--- config.mk ---
export PLATFORM = sky130hd
export DESIGN_NAME = game_state_ctrl
export DESIGN_NICKNAME = d
export VERILOG_FILES = /design/src/rtl/game_state_ctrl.sv
export SDC_FILE = /design/constraint.sdc
export NUM_CORES = 1
export LEC_CHECK = 0
export ABC_AREA = 0
export CAP_MARGIN = 20
export CORE_ASPECT_RATIO = 0.6
export CORE_UTILIZATION = 40
export CTS_CLUSTER_DIAMETER = 60
export DETAILED_ROUTE_END_ITERATION = 7
export GPL_TIMING_DRIVEN = 0
export PLACE_DENSITY = 0.53
export SYNTH_ARGS = -nofsm -noshare
export SYNTH_HDL_FRONTEND = slang
export SYNTH_SLANG_ARGS = --single-unit
--- constraint.sdc ---
create_clock -name i_Clk -period 3.1 [get_ports i_Clk]
set_clock_uncertainty 0.2 [all_clocks]
set_input_delay 0.31 -clock i_Clk [delete_from_list [all_inputs] [get_ports i_Clk]]
set_output_delay 0.31 -clock i_Clk [all_outputs]
set_load 0.005 [all_outputs]
--- src/rtl/game_state_ctrl.sv ---
// Game sequencer: start-up delay, play tick timer with timeout, and result/error
// handling. Produces the 3-bit game state used by the display and game logic.
module game_state_ctrl #(
  parameter int INIT_CYC   = 50_000_000,
  parameter int TICK_CYC   = 5_000_000,
  parameter int TICK_LIMIT = 999
) (
  input  logic       i_Clk,
  input  logic       i_Rst,
  input  logic       i_Start,
  input  logic       i_Win,
  input  logic       i_Lose,
  input  logic       i_Err,
  input  logic       i_Clear,
  output logic [2:0] o_GameState,
  output logic       o_Tick,
  output logic [9:0] o_TickCnt
);

  // state   | meaning
  // IDLE    | waiting for a start edge, counters held at 0
  // INIT    | start-up delay of INIT_CYC cycles
  // PLAYING | game running, tick timer active
  // VICTORY | player won, counters frozen
  // DEFEAT  | player lost or timed out, counters frozen
  // ERROR   | game logic fault, waits for clear
  typedef enum logic [2:0] {
    ST_IDLE    = 3'b000,
    ST_INIT    = 3'b001,
    ST_PLAYING = 3'b010,
    ST_VICTORY = 3'b011,
    ST_DEFEAT  = 3'b100,
    ST_ERROR   = 3'b101
  } state_t;

  localparam int INIT_W = (INIT_CYC > 1) ? $clog2(INIT_CYC) : 1;
  localparam int CYC_W  = (TICK_CYC > 1) ? $clog2(TICK_CYC) : 1;

  localparam logic [INIT_W-1:0] INIT_LAST = INIT_W'(INIT_CYC - 1);
  localparam logic [CYC_W-1:0]  CYC_LAST  = CYC_W'(TICK_CYC - 1);
  localparam logic [9:0]        TICK_LIM  = 10'(TICK_LIMIT);

  state_t            state_q, state_d;
  logic [INIT_W-1:0] init_cnt_q, init_cnt_d;
  logic [CYC_W-1:0]  cyc_cnt_q, cyc_cnt_d;
  logic [9:0]        tick_cnt_q, tick_cnt_d;
  logic              tick_q, tick_d;
  logic              start_d_q, start_d_d;

  logic              start_edge;
  logic              wrap;
  logic              clr_cnt;
  logic [9:0]        tick_next;

  assign start_edge = i_Start & ~start_d_q;
  assign wrap       = (cyc_cnt_q == CYC_LAST);
  assign tick_next  = tick_cnt_q + 10'd1;

  always_comb begin
    state_d    = state_q;
    init_cnt_d = init_cnt_q;
    cyc_cnt_d  = cyc_cnt_q;
    tick_cnt_d = tick_cnt_q;
    tick_d     = 1'b0;
    start_d_d  = i_Start;
    clr_cnt    = 1'b0;

    case (state_q)
      ST_IDLE: begin
        clr_cnt = 1'b1;
        if (start_edge) state_d = ST_INIT;
      end
      ST_INIT: begin
        if (i_Err) begin
          state_d = ST_ERROR;
          clr_cnt = 1'b1;
        end else if (init_cnt_q == INIT_LAST) begin
          state_d    = ST_PLAYING;
          init_cnt_d = '0;
          cyc_cnt_d  = '0;
        end else begin
          init_cnt_d = init_cnt_q + INIT_W'(1);
        end
      end
      ST_PLAYING: begin
        // A result exit on the wrap cycle drops that tick entirely.
        if (i_Err) begin
          state_d = ST_ERROR;
          clr_cnt = 1'b1;
        end else if (i_Win) begin
          state_d = ST_VICTORY;
        end else if (i_Lose) begin
          state_d = ST_DEFEAT;
        end else if (wrap) begin
          cyc_cnt_d  = '0;
          tick_d     = 1'b1;
          tick_cnt_d = tick_next;
          if (tick_next == TICK_LIM) state_d = ST_DEFEAT;
        end else begin
          cyc_cnt_d = cyc_cnt_q + CYC_W'(1);
        end
      end
      ST_VICTORY, ST_DEFEAT: begin
        if (i_Clear) begin
          state_d = ST_IDLE;
          clr_cnt = 1'b1;
        end else if (start_edge) begin
          state_d = ST_INIT;
          clr_cnt = 1'b1;
        end
      end
      ST_ERROR: begin
        clr_cnt = 1'b1;
        if (i_Clear) state_d = ST_IDLE;
      end
      default: begin
        state_d = ST_ERROR;
        clr_cnt = 1'b1;
      end
    endcase

    if (clr_cnt) begin
      init_cnt_d = '0;
      cyc_cnt_d  = '0;
      tick_cnt_d = '0;
    end
  end

  // start_d resets to 1 so a button held through reset is not a start edge.
  always_ff @(posedge i_Clk or negedge i_Rst) begin
    if (!i_Rst) begin
      state_q    <= ST_IDLE;
      init_cnt_q <= '0;
      cyc_cnt_q  <= '0;
      tick_cnt_q <= '0;
      tick_q     <= 1'b0;
      start_d_q  <= 1'b1;
    end else begin
      state_q    <= state_d;
      init_cnt_q <= init_cnt_d;
      cyc_cnt_q  <= cyc_cnt_d;
      tick_cnt_q <= tick_cnt_d;
      tick_q     <= tick_d;
      start_d_q  <= start_d_d;
    end
  end

  assign o_GameState = state_q;
  assign o_Tick      = tick_q;
  assign o_TickCnt   = tick_cnt_q;

endmodule

==> results.toml <==
[drt]
antenna_left = 0
dr_total_vias = 3334
drc_errors = 0
wl_per_cell_microns = 16.9
viasPerCell = 5.62
dr.first_iter.drc_count = 276
first_pass_iters = 5
drt_wl_total_mm = 10.0

[power_and_ir_drop]
pwr-share-comb = 0.287
power.share.clock = 0.360
leakage_nw = 1.82
p_sw_frac = 0.334
worst_ir_drop_vdd_mv = 0.265
power.internal_mw = 1.71
power_density_mw_per_mm2 = 571
p_sw_mw = 0.859
p_seq_frac = 0.353

[setup_path]
critPathLaunchType = "flip-flop"
critPathSlowestCell = "nor4b_2"
worstSetupPathType = "reg -> reg"
crit_fanout = 10
cp_common_cell = "buf_2"
cpPeakStageDelay_ns = 0.43
crit_required_ns = 3.11
worstPathArrival_ns = 2.76
end_kind = "flip-flop"
path_cells = "buf_2, nor4b_2, nand2_1, nand4b_2, and2_1, buf_2, o21ai_2, buf_4, nor2_1"
r2r_slack_ns = 0.35

[sta]
timing.final.hold_violations = 0
rsz0062_at_grt = "no"
finalCritPeriodShare = 0.888
relSlewSlack = 0.421
drv_slew = 0
setup_viol = 0
worst_slew_pin_slew_ns = 0.869
fin_crit_ns = 2.75
hold_ws_ns = 0.216
max_freq_mhz = 363

[placement]
gp_congestion = 0.832
post_dp_cell_area_sq_mm = 0.00422
place_hpwl_mm = 7.20
io_buffer_count = 19

[floorplanning]
start_util = 0.417
fp.dieArea_sq_mm = 0.0101
fp-row-count = 27
io_pins = 21
die_w_microns = 129
core_sq_mm = 0.00929
die_h_microns = 78.2

[synthesis]
synth.most_common_cell = "dfrtp_1"
ys_seq_area_frac = 0.414
synthArstFlopShare = 1.00
synth-adder-area-share = 0.0129
synth_top_area_share = 0.407
synth_area_per_cell_sq_um = 9.04
synth_top_cell_by_area = "dfrtp_1"
synth_area_sq_mm = 0.00387
yosys.cell_types.count = 67
synth_compound_area_frac = 0.180
synth.net_count = 439
synth-edff-count = 0
synth_warnings = 0
synth_commonest_cells = "dfrtp_1, nand2_1, nor2_1, o21ai_0, nand3_1"
synthCells = 428
synth_top_family_by_area = "simple AND/OR/NAND/NOR gates"
yosys.area_share.simple = 0.282
synth_seq_cells = 64
synth_ff_type = "dfrtp_1"
muxShareOfSynthArea = 0.00776
ys_top_cells_by_area = "dfrtp_1, xnor2_1, nand2_1, nor2_1, o21ai_0"
synth_xor_xnor_area_share = 0.0588

[clocking]
clock_path_buffers = 2
cts_resized = 0
postCtsHoldBufs = 1
cts_tree = "built"
clkSlewWorstSetupHoldPaths_ns = 0.05
cts.htree.levels = 3
clock_sinks = 64
cts_setup_buffers = 0
clk_latency_ns = 0.33
ctsRootBufferMaster = "clkbuf_16"
numCtsBuffers = 9

[layout]
antenna_cells = 0
utilization = 0.484
layout-drive-gt1-share = 0.112
synthToLayoutAreaGrowth_pct = 16.2
final_cell_area_sq_mm = 0.00450
final_nets = 470

[status]
status = "completed"

[global_routing]
grt_max_degree = 65
grt_remaining_overflow = 0
antenna_found_initial = 0
grt_pass1_wl_mm = 17.0
grt_pass1_vias = 3074
track_usage = 0.219

[hold_path]
hp-class = "in -> reg"

[flow_run]
drv_cap = 0
## registers in the layout, indices dropped and copies added (netlist names)
signal	flops
o_Tick	1
start_d_q	1
init_cnt_q	26
cyc_cnt_q	23
o_GameState	3
o_TickCnt	10
## per-layer routing
| layer | wire, microns | share of wire | vias up | global-route usage |
|---|---|---|---|---|
| met3 | 514 | 0.051 | 5 | 0.0518 |
| met2 | 3600 | 0.36 | 88 | 0.258 |
| met4 | 44 | 0.0044 | 0 | 0.0424 |
| met1 | 5840 | 0.58 | 1613 | 0.376 |
| li1 | - | - | 1628 | - |
| met5 | 0 | 0 | - | 0 |
## critical path, delay by kind of cell, from the launching register on
kind	cells	cell delay [ns]
AO/OA/AOI/OAI	1	0.11
buffers and inverters	3	0.59
flip-flops	1	0.41
AND/OR/NAND/NOR	5	1.32
## layout make-up
| class | count | area, sq um |
|---|---|---|
| Buffer | 19 | 121 |
| Tap cell | 130 | 163 |
| Inverter | 14 | 52.6 |
| Multi-Input combinational cell | 331 | 2090 |
| Sequential cell | 64 | 1600 |
| Timing Repair Buffer | 20 | 198 |
| Fill cell | 907 | 4790 |
| Clock buffer | 15 | 268 |
## path summary, 6_finish.rpt
check,from,endpoint,depth (start not counted)
worst min-delay path,i_Start,start_d_q$_DFF_PN1_,1
worst min register to register,init_cnt_q[21]$_DFFE_PN0P_,init_cnt_q[21]$_DFFE_PN0P_,1
worst max-delay path,o_GameState[2]$_DFFE_PN0P_,cyc_cnt_q[3]$_DFFE_PN0P_,9
max in group asynchronous,i_Rst,cyc_cnt_q[9]$_DFFE_PN0P_,2
min in group asynchronous,i_Rst,init_cnt_q[14]$_DFFE_PN0P_,2
worst max register to register,o_GameState[2]$_DFFE_PN0P_,cyc_cnt_q[3]$_DFFE_PN0P_,9
## kinds of logic (layout without fill, tap and decap cells)
logic type	after synthesis	in the layout
muxes	3	3
AOI/OAI and AO/OA	102	102
DFF	64	64
buffers and inverters	33	68
and+or+nand+nor	196	196
xor gates and xnor gates	26	26
adders and majority gates	4	4
## per-stage QoR
step / instances / total power [mW] / TNS, ns / setup WS, ns
finish: 593 / 2.57 / 0 / 0.348
global route: 593 / 2.73 / 0 / 0.0838
detailed placement: 577 / 1.66 / 0 / 0.206
CTS: 593 / 2.59 / 0 / 0.340
floorplan: 428 / 1.41 / 0 / 0.838
global placement: 577 / 1.65 / -51.01 / -0.816
## power groups by stage
stage                     Clock, mW  Sequential (mW)  Combinational [mW]
after floorplan                   0            0.912               0.500
after global placement            0            0.922               0.732
after detailed placement          0            0.921               0.734
after CTS                     0.946            0.907               0.738
after global routing          0.988            0.914               0.833
final                         0.925            0.908               0.738
## layout by cell type, fill, tap and decap left out, drive strengths merged, types with 12 or more instances in the layout
cell type	count
buf	16
dfrtp	63
xnor2	23
and3	13
nor3	14
inv	14
nand2	39
clkbuf	19
a21oi	19
nor2	44
clkdlybuf4s50	18
nand3	25
o21ai	28
nand4	13
a31oi	12
Note: power is estimated with default switching activity, not from simulation.
